### src/rtl/serial_reg_responder.sv
// Host-command responder on the byte side of the UART: 'W' addr data / 'R' addr frames, one reply byte each.
// Optional partial-frame idle timeout is enabled by defining SERIAL_RESP_TIMEOUT_EN.
module serial_reg_responder #(
    parameter int unsigned CLK_FREQ   = 50_000_000,
    parameter int unsigned BAUD       = 9600,
    parameter int unsigned TX_HOLDOFF = (CLK_FREQ / BAUD) * 12
`ifdef SERIAL_RESP_TIMEOUT_EN
    ,
    parameter int unsigned TIMEOUT_CYCLES = CLK_FREQ / 10
`endif
) (
    input  logic       clk,
    input  logic       rst,
    input  logic [7:0] rx_dat,
    input  logic       rx_ready,
    output logic       rx_ready_rst,
    output logic [7:0] tx_dat,
    output logic       tx_txe,
    output logic [7:0] reg_addr,
    output logic [7:0] reg_wdata,
    output logic       reg_we,
    output logic       reg_re,
    input  logic [7:0] reg_rdata
);

    localparam int unsigned    HO_W    = $clog2(TX_HOLDOFF) + 1;
    localparam logic [HO_W-1:0] HO_LOAD = HO_W'(TX_HOLDOFF - 1);

    localparam logic [7:0] CMD_WRITE = 8'h57;
    localparam logic [7:0] CMD_READ  = 8'h52;
    localparam logic [7:0] RSP_OK    = 8'h4B;
    localparam logic [7:0] RSP_ERR   = 8'h3F;

    typedef enum logic [2:0] {
        IDLE,
        GET_ADDR,
        GET_DATA,
        ACCESS,
        CAPTURE,
        REPLY
    } state_t;

    state_t          state_q;
    logic            is_wr_q;
    logic [7:0]      addr_buf_q;
    logic            rx_ready_rst_q;
    logic [7:0]      tx_dat_q;
    logic            tx_txe_q;
    logic [7:0]      reg_addr_q;
    logic [7:0]      reg_wdata_q;
    logic            reg_we_q;
    logic            reg_re_q;
    logic [HO_W-1:0] holdoff_q;

    logic rx_phase;
    logic consume;
    logic waiting;
    logic timeout_hit;

    assign rx_phase = (state_q == IDLE) || (state_q == GET_ADDR) || (state_q == GET_DATA);
    assign waiting  = (state_q == GET_ADDR) || (state_q == GET_DATA);
    // rx_ready is still high in the cycle of our own ready_rst pulse, so it is ignored there.
    assign consume  = rx_phase && rx_ready && !rx_ready_rst_q;

`ifdef SERIAL_RESP_TIMEOUT_EN
    localparam int unsigned TO_W = $clog2(TIMEOUT_CYCLES + 1);

    logic [TO_W-1:0] idle_q;

    assign timeout_hit = waiting && !consume && (idle_q == TO_W'(TIMEOUT_CYCLES - 1));

    always_ff @(posedge clk or posedge rst) begin
        if (rst) begin
            idle_q <= '0;
        end else if (!waiting || consume || timeout_hit) begin
            idle_q <= '0;
        end else begin
            idle_q <= idle_q + TO_W'(1);
        end
    end
`else
    assign timeout_hit = 1'b0;
`endif

    always_ff @(posedge clk or posedge rst) begin
        if (rst) begin
            state_q        <= IDLE;
            is_wr_q        <= 1'b0;
            addr_buf_q     <= '0;
            rx_ready_rst_q <= 1'b0;
            tx_dat_q       <= '0;
            tx_txe_q       <= 1'b0;
            reg_addr_q     <= '0;
            reg_wdata_q    <= '0;
            reg_we_q       <= 1'b0;
            reg_re_q       <= 1'b0;
            holdoff_q      <= '0;
        end else begin
            rx_ready_rst_q <= consume;
            reg_we_q       <= 1'b0;
            reg_re_q       <= 1'b0;
            tx_txe_q       <= 1'b0;
            if (holdoff_q != '0) begin
                holdoff_q <= holdoff_q - HO_W'(1);
            end

            case (state_q)
                IDLE: begin
                    if (consume) begin
                        if ((rx_dat == CMD_WRITE) || (rx_dat == CMD_READ)) begin
                            is_wr_q <= (rx_dat == CMD_WRITE);
                            state_q <= GET_ADDR;
                        end else begin
                            tx_dat_q <= RSP_ERR;
                            state_q  <= REPLY;
                        end
                    end
                end
                GET_ADDR: begin
                    if (consume) begin
                        addr_buf_q <= rx_dat;
                        if (is_wr_q) begin
                            state_q <= GET_DATA;
                        end else begin
                            reg_addr_q <= rx_dat;
                            reg_re_q   <= 1'b1;
                            state_q    <= ACCESS;
                        end
                    end else if (timeout_hit) begin
                        state_q <= IDLE;
                    end
                end
                GET_DATA: begin
                    // Bus address/data only change on entry to ACCESS, so they hold between accesses.
                    if (consume) begin
                        reg_addr_q  <= addr_buf_q;
                        reg_wdata_q <= rx_dat;
                        reg_we_q    <= 1'b1;
                        state_q     <= ACCESS;
                    end else if (timeout_hit) begin
                        state_q <= IDLE;
                    end
                end
                ACCESS: begin
                    state_q <= CAPTURE;
                end
                CAPTURE: begin
                    tx_dat_q <= is_wr_q ? RSP_OK : reg_rdata;
                    state_q  <= REPLY;
                end
                REPLY: begin
                    if (holdoff_q == '0) begin
                        tx_txe_q  <= 1'b1;
                        holdoff_q <= HO_LOAD;
                        state_q   <= IDLE;
                    end
                end
                default: begin
                    state_q <= IDLE;
                end
            endcase
        end
    end

    assign rx_ready_rst = rx_ready_rst_q;
    assign tx_dat       = tx_dat_q;
    assign tx_txe       = tx_txe_q;
    assign reg_addr     = reg_addr_q;
    assign reg_wdata    = reg_wdata_q;
    assign reg_we       = reg_we_q;
    assign reg_re       = reg_re_q;

endmodule

### config.mk
export PLATFORM = sky130hd
export DESIGN_NAME = serial_reg_responder
export DESIGN_NICKNAME = d
export VERILOG_FILES = /design/src/rtl/serial_reg_responder.sv
export SDC_FILE = /design/constraint.sdc
export NUM_CORES = 1
export LEC_CHECK = 0
export BUFFER_PORTS_ARGS = -buffer_cell sky130_fd_sc_hd__buf_2
export CORE_MARGIN = 2
export CORE_UTILIZATION = 34
export CTS_CLUSTER_SIZE = 20
export DETAILED_ROUTE_END_ITERATION = 10
export PLACE_DENSITY = 0.51
export SLEW_MARGIN = 20
export SYNTH_ARGS = -nofsm -noshare
export SYNTH_HDL_FRONTEND = slang
export SYNTH_SLANG_ARGS = --single-unit
export TNS_END_PERCENT = 30
### constraint.sdc
create_clock -name clk -period 2.5 [get_ports clk]
set_input_delay 0.125 -clock clk [delete_from_list [all_inputs] [get_ports clk]]
set_output_delay 0.125 -clock clk [all_outputs]
set_load 0.01 [all_outputs]
==> impl_metrics.tcl, run 1 <==
set metrics [dict create \
    outcome "completed" \
    hold_path.class "in -> reg" \
    powerDensity_mw_per_mm2 1215 \
    drt_wl_total_um 5414 \
    vias 1948 \
    arrival_ns 2.31 \
    antenna_found_initial 0 \
    drt_iter0_drc 55 \
    design.core.area_mm2 0.007607 \
    synthDistinctLibCells 48 \
    die_x_um 92.10 \
    drc 0 \
    crit_required_ns 2.74 \
    synth_mux_area_frac 0.1110 \
    synth_edf_count 0 \
    synthFlopType "dfrtp_1" \
    wl_per_cell_um 13.54 \
    diodes 0 \
    post_cts_resized 0 \
    synth_area_leader_cell "dfrtp_1" \
    dp.final_hpwl_um 3791 \
    clk_latency_ns 0.33 \
    hold_ws_ns 0.01553 \
    htreeDepth 3 \
    nFillCells 765 \
    async_flop_share 1.000 \
    ys_warn_count 0 \
    reg2reg_from "holdoff_q[0]$_DFF_PP0_" \
    drive_gt1_frac 0.3322 \
    p_leak_nw 1.470 \
    ant_nets 0 \
    grt_pass1_vias 1923 \
    whs_endpoint "tx_dat[7]$_DFFE_PP0P_" \
    yosys.area_share.simple 0.1712 \
    clk_pin_slew_ns 0.07 \
    finalPower_w 0.003950 \
    maxCapViolations 0 \
    critPathMaxFanout 6 \
    maxSlewViolCount 0 \
    synthToLayoutAreaGrowth_pct 23.19 \
    hold_depth 2 \
    cp.depth 6 \
    synth_compound_area_frac 0.1214 \
    slew_headroom 0.5488 \
    start_util 0.3469 \
    placedCellCount 383 \
    die-area_mm2 0.008481 \
    reg2reg_depth 6 \
    cts_max_path_buffers 2 \
    slowest_stage "or4b_2" \
    fin_skew_ns 0.007623 \
    path_delay_family "simple AND/OR/NAND/NOR gates" \
    synth_cells 239 \
    setup_tns_ns 0 \
    hold_viol 0 \
    start_kind "flip-flop" \
    cp-end-kind "flip-flop" \
    nets 315 \
    timing.rr.end "holdoff_q[10]$_DFF_PP0_" \
    die_h_um 92.10 \
    yosys.area_share.xor_xnor 0.01328 \
    syn-num-nets 261 \
    synthAdderAreaFrac 0.01422 \
    synth.area.top_cells "dfrtp_1 54%, mux2_2 7.7%, mux2i_1 3.4%" \
    min_period_ns 2.063 \
    yosys-top-cells-count "57 x dfrtp_1, 24 x nand2_1, 18 x mux2_2, 18 x o21ai_0, 11 x nor2_1" \
    critPathBufInv 1 \
    cts_tree "yes" \
    irDropWorstVdd_uv 334.4 \
    port_buffers 46 \
    synth_area_per_cell_um2 11.04 \
    via_per_inst 4.870 \
    critical_path_class "reg -> reg" \
    crit_chain "inv_1 -> ha_1 -> or4b_2 -> nor2_1 -> o21ai_0 -> a211oi_1" \
    synth_top_family_by_area "simple AND/OR/NAND/NOR gates" \
    grt_pass1_wl_um 9239 \
    r2r_slack_ns 0.44 \
    clockRootBuffer "clkbuf_8" \
    clkSinkCount 57 \
    track_usage 0.1392 \
    finalCritPeriodShare 0.8251 \
    cpPeakStageDelay_ns 0.61 \
    post_cts_buffers 0 \
    cts_buffers 9 \
    rows 32 \
    worst_slew_pin_slew_ns 0.6758 \
    first_pass_iters 4 \
    synth.top_cell.area_share 0.5405 \
    hold_start "reg_rdata[7]" \
    ys_ff_latch 57 \
    rsz0062_at_grt "false" \
    yosysMostFrequentCell "dfrtp_1" \
    syn_area_mm2 0.002639 \
    fmax_mhz 484.8 \
    grt_max_degree 32 \
    gr-total-overflow 0 \
    synth_seq_area_share 0.5405 \
    place.gp.congestion 0.7796 \
    fin_cells 400 \
    final-setup-viol-count 0 \
    io_pins 47 \
]
==> layer usage <==
| layer | track usage | wire length [um] | vias up |
|---|---|---|---|
| met4 | 0.05224 | 69 | 0 |
| met5 | 0 | 0 | - |
| met3 | 0.04355 | 227 | 8 |
| met2 | 0.2224 | 2512 | 35 |
| li1 | - | - | 973 |
| met1 | 0.1770 | 2606 | 932 |
==> sequential cells by signal (all words and copies together), names as in the netlist <==
register,cells
addr_buf_q,8
holdoff_q,17
is_wr_q,1
reg_addr,8
reg_re,1
reg_wdata,8
reg_we,1
rx_ready_rst,1
state_q,3
tx_dat,8
tx_txe,1
==> power by group <==
group	internal (W)	switching (W)	leakage, nW
combinational	0.000617	0.000619	0.650
clock	0.000688	0.000374	0.120
sequential	0.00131	0.000337	0.700
total	0.00262	0.00133	1.47
==> logic make-up (layout without fill, tap and decap cells) <==
| kind of cell | Yosys count | after routing |
|---|---|---|
| and+or+nand+nor | 80 | 80 |
| DFF | 57 | 57 |
| AOI/OAI and AO/OA | 49 | 49 |
| muxes | 27 | 27 |
| buffers and inverters | 19 | 78 |
| xor gates and xnor gates | 4 | 4 |
| adders and majority gates | 3 | 3 |
==> worst max path at each step <==
stage / from / endpoint / slack, ns
detailed placement: holdoff_q[0]$_DFF_PP0_ / holdoff_q[10]$_DFF_PP0_ / 0.45
floorplan: holdoff_q[10]$_DFF_PP0_ / holdoff_q[15]$_DFF_PP0_ / 0.56
finish: holdoff_q[0]$_DFF_PP0_ / holdoff_q[10]$_DFF_PP0_ / 0.44
CTS: holdoff_q[0]$_DFF_PP0_ / holdoff_q[10]$_DFF_PP0_ / 0.43
global placement: holdoff_q[0]$_DFF_PP0_ / holdoff_q[10]$_DFF_PP0_ / 0.49
global route: holdoff_q[0]$_DFF_PP0_ / holdoff_q[2]$_DFF_PP0_ / 0.23
==> per-stage QoR <==
| stage | instance area (um^2) | worst slack (ns) | utilization |
|---|---|---|---|
| 6_report | 3251 | 0.4372 | 0.4273 |
| 4_1_cts | 3251 | 0.4268 | 0.4273 |
| 3_3_place_gp | 2997 | 0.4854 | 0.3939 |
| 3_5_place_dp | 2997 | 0.4476 | 0.3939 |
| 5_1_grt | 3251 | 0.2266 | 0.4273 |
| 2_1_floorplan | 2639 | 0.5620 | - |
==> layout by cell type (no fill, tap or decap), types with 2 or more instances in the layout <==
cell type,n
xnor2_1,2
nor2b_1,2
nand2b_1,2
buf_4,5
a21o_1,2
nor2_1,11
a21oi_1,10
mux2_2,18
mux2i_1,9
nor3_1,9
nor4bb_1,2
ha_1,3
a211oi_1,4
o21ai_0,18
or4b_2,2
nand2_1,24
nand3_1,5
o32a_1,3
inv_1,9
xor2_1,2
or4_1,3
buf_2,46
bufinv_16,3
o21ba_2,3
dfrtp_1,57
clkbuf_8,10
or3_1,2
nor4_1,3
nor3b_1,3
==> area by class of cell <==
| cell class | instances | area, um^2 | share of cell area |
|---|---|---|---|
| flip-flops and latches | 57 | 1426 | 0.4388 |
| clock buffers | 11 | 141.4 | 0.04350 |
| well taps | 102 | 127.6 | 0.03926 |
| clock inverters | 5 | 102.6 | 0.03156 |
| inverters | 10 | 37.54 | 0.01155 |
| multi-input cells | 163 | 1137 | 0.3499 |
| repair buffers | 52 | 277.8 | 0.08545 |
==> what timing repair did <==
action | CTS | global route
hold buffers | 1 | 0
hold endpoints to repair | 29 | 0
setup endpoints to repair | 0 | 0
No activity file was read; power rests on OpenSTA's default activity.
==> run 2: changes to the inputs <==
--- a/config.mk
+++ b/config.mk
@@ -10,7 +10,7 @@
 export CORE_UTILIZATION = 34
 export CTS_CLUSTER_SIZE = 20
 export DETAILED_ROUTE_END_ITERATION = 10
-export PLACE_DENSITY = 0.51
+export PLACE_DENSITY = 0.53
 export SLEW_MARGIN = 20
 export SYNTH_ARGS = -nofsm -noshare
 export SYNTH_HDL_FRONTEND = slang
==> constraint.sdc (replaced) <==
create_clock -name clk -period 1.8 [get_ports clk]
set_input_delay 0.09 -clock clk [delete_from_list [all_inputs] [get_ports clk]]
set_output_delay 0.09 -clock clk [all_outputs]
set_load 0.01 [all_outputs]
==> impl_metrics.tcl, run 2 (synthesis results as in run 1) <==
set metrics [dict create \
    outcome "complete, but fails checks" \
    violations "setup timing" \
    port_buffers 46 \
    reg2reg_from "holdoff_q[13]$_DFF_PP0_" \
    worst_slew_pin_slew_ns 0.5952 \
    r2r_slack_ns -0.06 \
    drive_gt1_frac 0.4559 \
    fin_ws_ns -0.05668 \
    design.core.area_mm2 0.007607 \
    dp.final_hpwl_um 4286 \
    rows 32 \
    diodes 0 \
    drt_iter0_drc 53 \
    cts_buffers 9 \
    cp_common_cell "or4_4" \
    cp-end-kind "flip-flop" \
    whs_endpoint "addr_buf_q[4]$_DFFE_PP0P_" \
    grt_pass1_wl_um 10230 \
    critPathBufInv 0 \
    synthToLayoutAreaGrowth_pct 38.83 \
    powerDensity_mw_per_mm2 1600 \
    grt_max_degree 32 \
    reg2reg_depth 3 \
    irDropWorstVdd_uv 652.1 \
    die-area_mm2 0.008481 \
    first_pass_iters 4 \
    clkSinkCount 57 \
    final-setup-viol-count 2 \
    clk_pin_slew_ns 0.07 \
    die_x_um 92.10 \
    critPathMaxFanout 5 \
    largest_register_ffs 17 \
    wl_per_cell_um 13.98 \
    hold_depth 2 \
    arrival_ns 2.08 \
    drc 0 \
    antenna_found_initial 0 \
    cpPeakStageDelay_ns 0.56 \
    cts_tree "yes" \
    fin_skew_ns 0.006981 \
    clk_latency_ns 0.34 \
    finalCritPeriodShare 1.031 \
    crit_chain "or4_4 -> or4_4 -> mux2_4" \
    hold_viol 0 \
    start_kind "flip-flop" \
    finalPower_w 0.005863 \
    gr-total-overflow 0 \
    die_h_um 92.10 \
    timing.rr.end "holdoff_q[16]$_DFF_PP0_" \
    hold_start "rx_dat[4]" \
    path_delay_family "simple AND/OR/NAND/NOR gates" \
    slowest_stage "or4_4" \
    p_leak_nw 1.695 \
    drt_wl_total_um 6180 \
    start_util 0.3469 \
    layout_common_cells "56 x dfrtp_1, 46 x buf_2, 40 x buf_4" \
    nets 357 \
    min_period_ns 1.857 \
    maxCapViolations 0 \
    track_usage 0.1557 \
    hold_path.class "in -> reg" \
    grt_pass1_vias 2131 \
    fmax_mhz 538.6 \
    crit_required_ns 2.03 \
    final_common_cell "dfrtp_1" \
    via_per_inst 4.891 \
    place.gp.congestion 0.7949 \
    largest_register "holdoff_q" \
    ant_nets 0 \
    cts_max_path_buffers 2 \
    io_pins 47 \
    clockRootBuffer "clkbuf_8" \
    slew_headroom 0.6026 \
    critical_path_class "reg -> reg" \
    htreeDepth 3 \
    vias 2162 \
    rsz0062_at_grt "true" \
    nFillCells 709 \
    hold_ws_ns 0.01914 \
    maxSlewViolCount 0 \
]
==> run 2: metal layers <==
layer	up-vias	global-route usage	share of wire
li1	1063	-	-
met5	-	0	0
met1	1050	0.1985	0.48
met3	8	0.04930	0.038
met2	41	0.2469	0.47
met4	0	0.05970	0.011
==> run 2: area by class of cell <==
type / instances / area (um^2) / area share
clock buffers: 11 / 141.4 / 0.03859
inverters: 10 / 40.04 / 0.01093
multi-input cells: 163 / 1241 / 0.3388
flip-flops and latches: 57 / 1428 / 0.3897
well taps: 102 / 127.6 / 0.03484
clock inverters: 5 / 55.05 / 0.01503
repair buffers: 94 / 630.6 / 0.1721
==> run 2: per-stage QoR <==
stage,instance area (um^2),worst slack (ns),TNS (ns),utilization,cells
2_1_floorplan,2658,-0.08645,-0.2524,-,239
3_3_place_gp,3273,-0.03964,-0.1644,0.4303,414
3_5_place_dp,3273,-0.07160,-0.4434,0.4303,414
4_1_cts,3558,-0.01977,-0.03887,0.4678,436
5_1_grt,3664,-0.08544,-0.3266,0.4816,442
6_report,3664,-0.05668,-0.06173,0.4816,442
==> run 2: worst max path at each step <==
stage | startpoint | end | depth (start not counted)
floorplan | holdoff_q[4]$_DFF_PP0_ | holdoff_q[16]$_DFF_PP0_ | 4
detailed placement | holdoff_q[0]$_DFF_PP0_ | holdoff_q[7]$_DFF_PP0_ | 7
CTS | holdoff_q[13]$_DFF_PP0_ | holdoff_q[15]$_DFF_PP0_ | 4
global route | holdoff_q[13]$_DFF_PP0_ | holdoff_q[16]$_DFF_PP0_ | 3
finish | holdoff_q[13]$_DFF_PP0_ | holdoff_q[16]$_DFF_PP0_ | 3
global placement | holdoff_q[0]$_DFF_PP0_ | holdoff_q[7]$_DFF_PP0_ | 7
==> run 2: power breakdown <==
part | internal, W | total [W] | leakage, nW | switching (W)
registers | 0.00183 | 0.00219 | 0.700 | 0.000356
clock network | 0.000672 | 0.00119 | 0.0953 | 0.000521
logic | 0.00131 | 0.00248 | 0.900 | 0.00118
==> run 2: repair_timing <==
action / 4_1_cts / 5_1_grt
hold buffers: 6 / 0
endpoints found under the hold margin: 31 / 0
setup buffers: 0 / 6
setup endpoints to repair: 13 / 20
pin swaps: 0 / 5
gates resized for setup: 7 / 16
==> run 3: changes to the inputs <==
--- a/config.mk
+++ b/config.mk
@@ -11,6 +11,7 @@
 export CTS_CLUSTER_SIZE = 20
 export DETAILED_ROUTE_END_ITERATION = 10
 export PLACE_DENSITY = 0.53
+export RECOVER_POWER = 25
 export SLEW_MARGIN = 20
 export SYNTH_ARGS = -nofsm -noshare
 export SYNTH_HDL_FRONTEND = slang
==> impl_metrics.tcl, run 3 (synthesis results as in run 1) <==
set metrics [dict create \
    design.core.area_mm2 0.007607 \
    grt_pass1_vias 2131 \
    timing.rr.end "holdoff_q[16]$_DFF_PP0_" \
    hold_start "rx_dat[4]" \
    p_switching_w 0.002056 \
    worst_slew_pin_slew_ns 1.072 \
    antenna_found_initial 0 \
    maxCapViolations 0 \
    die_h_um 92.10 \
    swShare 0.3514 \
    critPathMaxFanout 5 \
    critical_path_class "reg -> reg" \
    largest_register "holdoff_q" \
    rsz0062_at_grt "true" \
    grt_max_degree 32 \
    fin_ws_ns -0.05670 \
    synthToLayoutAreaGrowth_pct 38.50 \
    hold_viol 0 \
    clk_latency_ns 0.34 \
    cts_tree "yes" \
    hold_path.class "in -> reg" \
    layout_common_cells "56 x dfrtp_1, 40 x buf_4, 39 x buf_2" \
    drt_iter0_drc 53 \
    placedCellCount 414 \
    wl_per_cell_um 14.01 \
    irDropWorstVdd_uv 652.1 \
    outcome "complete, but fails checks" \
    drive_gt1_frac 0.4324 \
    cts_buffers 9 \
    port_buffers 46 \
    p_int_w 0.003796 \
    slew_headroom 0.2846 \
    fin_skew_ns 0.007122 \
    cts_max_path_buffers 2 \
    pwr-share-comb 0.422 \
    clockRootBuffer "clkbuf_8" \
    final_cell_area_mm2 0.003655 \
    start_kind "flip-flop" \
    fin_cells 442 \
    seq_power_share 0.374 \
    drc 0 \
    cp-end-kind "flip-flop" \
    reg2reg_depth 3 \
    vias 2160 \
    grt_pass1_wl_um 10230 \
    drt_wl_total_um 6191 \
    p_leak_nw 1.669 \
    power.share.clock 0.204 \
    die_x_um 92.10 \
    hold_ws_ns 0.01912 \
    reg2reg_from "holdoff_q[13]$_DFF_PP0_" \
    rows 32 \
    track_usage 0.1557 \
    finalCritPeriodShare 1.031 \
    whs_endpoint "addr_buf_q[4]$_DFFE_PP0P_" \
    io_pins 47 \
    via_per_inst 4.887 \
    finalPower_w 0.005852 \
    largest_register_ffs 17 \
    min_period_ns 1.857 \
    clkSinkCount 57 \
    fmax_mhz 538.6 \
    crit_required_ns 2.03 \
    gr-total-overflow 0 \
    die-area_mm2 0.008481 \
    first_pass_iters 4 \
    nFillCells 712 \
    powerDensity_mw_per_mm2 1601 \
    place.gp.congestion 0.7949 \
    dp_slack_ns -0.07160 \
    clk_pin_slew_ns 0.07 \
    final_common_cell "dfrtp_1" \
    start_util 0.3469 \
    ant_nets 0 \
    place_area_mm2 0.003273 \
    hold_depth 2 \
    final-setup-viol-count 2 \
    r2r_slack_ns -0.06 \
    maxSlewViolCount 0 \
    arrival_ns 2.08 \
    dp.final_hpwl_um 4286 \
    violations "setup timing" \
    nets 357 \
    htreeDepth 3 \
    diodes 0 \
]
==> run 3: cell types whose count changed in the layout (fill, tap and decap cells not counted), sizes merged <==
| cell | before | now |
|---|---|---|
| buf | 88 | 81 |
| clkbuf | 11 | 18 |
==> run 3: repair_timing <==
item                                    in CTS  in global routing
hold buffers                                 6                  0
endpoints found under the setup margin      13                 20
hold endpoints to repair                    31                  0
setup buffers                                0                  6
gates cloned                                 0                  0
resized for setup                            7                 16
pin swaps                                    0                  5
==> run 3: per-layer routing <==
layer | track usage | vias up | wire [um]
met5 | 0 | - | 0
met4 | 0.05970 | 0 | 67
met3 | 0.04930 | 8 | 232
met2 | 0.2469 | 41 | 2933
li1 | - | 1062 | -
met1 | 0.1985 | 1049 | 2958
==> run 3: worst max path at each step <==
stage	start	slack, ns	to	cells after the start
2_1_floorplan	holdoff_q[4]$_DFF_PP0_	-0.09	holdoff_q[16]$_DFF_PP0_	4
3_3_place_gp	holdoff_q[0]$_DFF_PP0_	-0.04	holdoff_q[7]$_DFF_PP0_	7
3_5_place_dp	holdoff_q[0]$_DFF_PP0_	-0.07	holdoff_q[7]$_DFF_PP0_	7
4_1_cts	holdoff_q[13]$_DFF_PP0_	-0.02	holdoff_q[15]$_DFF_PP0_	4
5_1_grt	holdoff_q[13]$_DFF_PP0_	-0.09	holdoff_q[16]$_DFF_PP0_	3
6_report	holdoff_q[13]$_DFF_PP0_	-0.06	holdoff_q[16]$_DFF_PP0_	3
==> run 3: power by group through the flow <==
stage | logic, W | clock network [W] | registers, W
3_3_place_gp | 0.00227 | 0 | 0.00216
4_1_cts | 0.00237 | 0.00123 | 0.00217
6_report | 0.00247 | 0.00119 | 0.00219
3_5_place_dp | 0.00230 | 0 | 0.00218
5_1_grt | 0.00275 | 0.00129 | 0.00226
2_1_floorplan | 0.00121 | 0 | 0.00231
==> run 3: layout make-up <==
class	instances	area [um^2]	area share
tap	102	127.6	0.03492
sequential	57	1428	0.3906
clock buffer	11	141.4	0.03869
multi-input combinational	163	1241	0.3396
inverter	10	40.04	0.01096
timing repair buffer	94	621.8	0.1701
clock inverter	5	55.05	0.01506
==> run 3: through the flow <==
step | setup TNS (ns) | util
final | -0.06176 | 0.4804
after global routing | -0.3266 | 0.4804
after CTS | -0.03887 | 0.4678
after detailed placement | -0.4434 | 0.4303
after global placement | -0.1644 | 0.4303
after floorplan | -0.2524 | -
==> run 3: critical path, stage by stage, from the launching register on <==
cell,delay (ns)
dfrtp_1,0.38
or4_4,0.56
or4_4,0.50
mux2_4,0.30
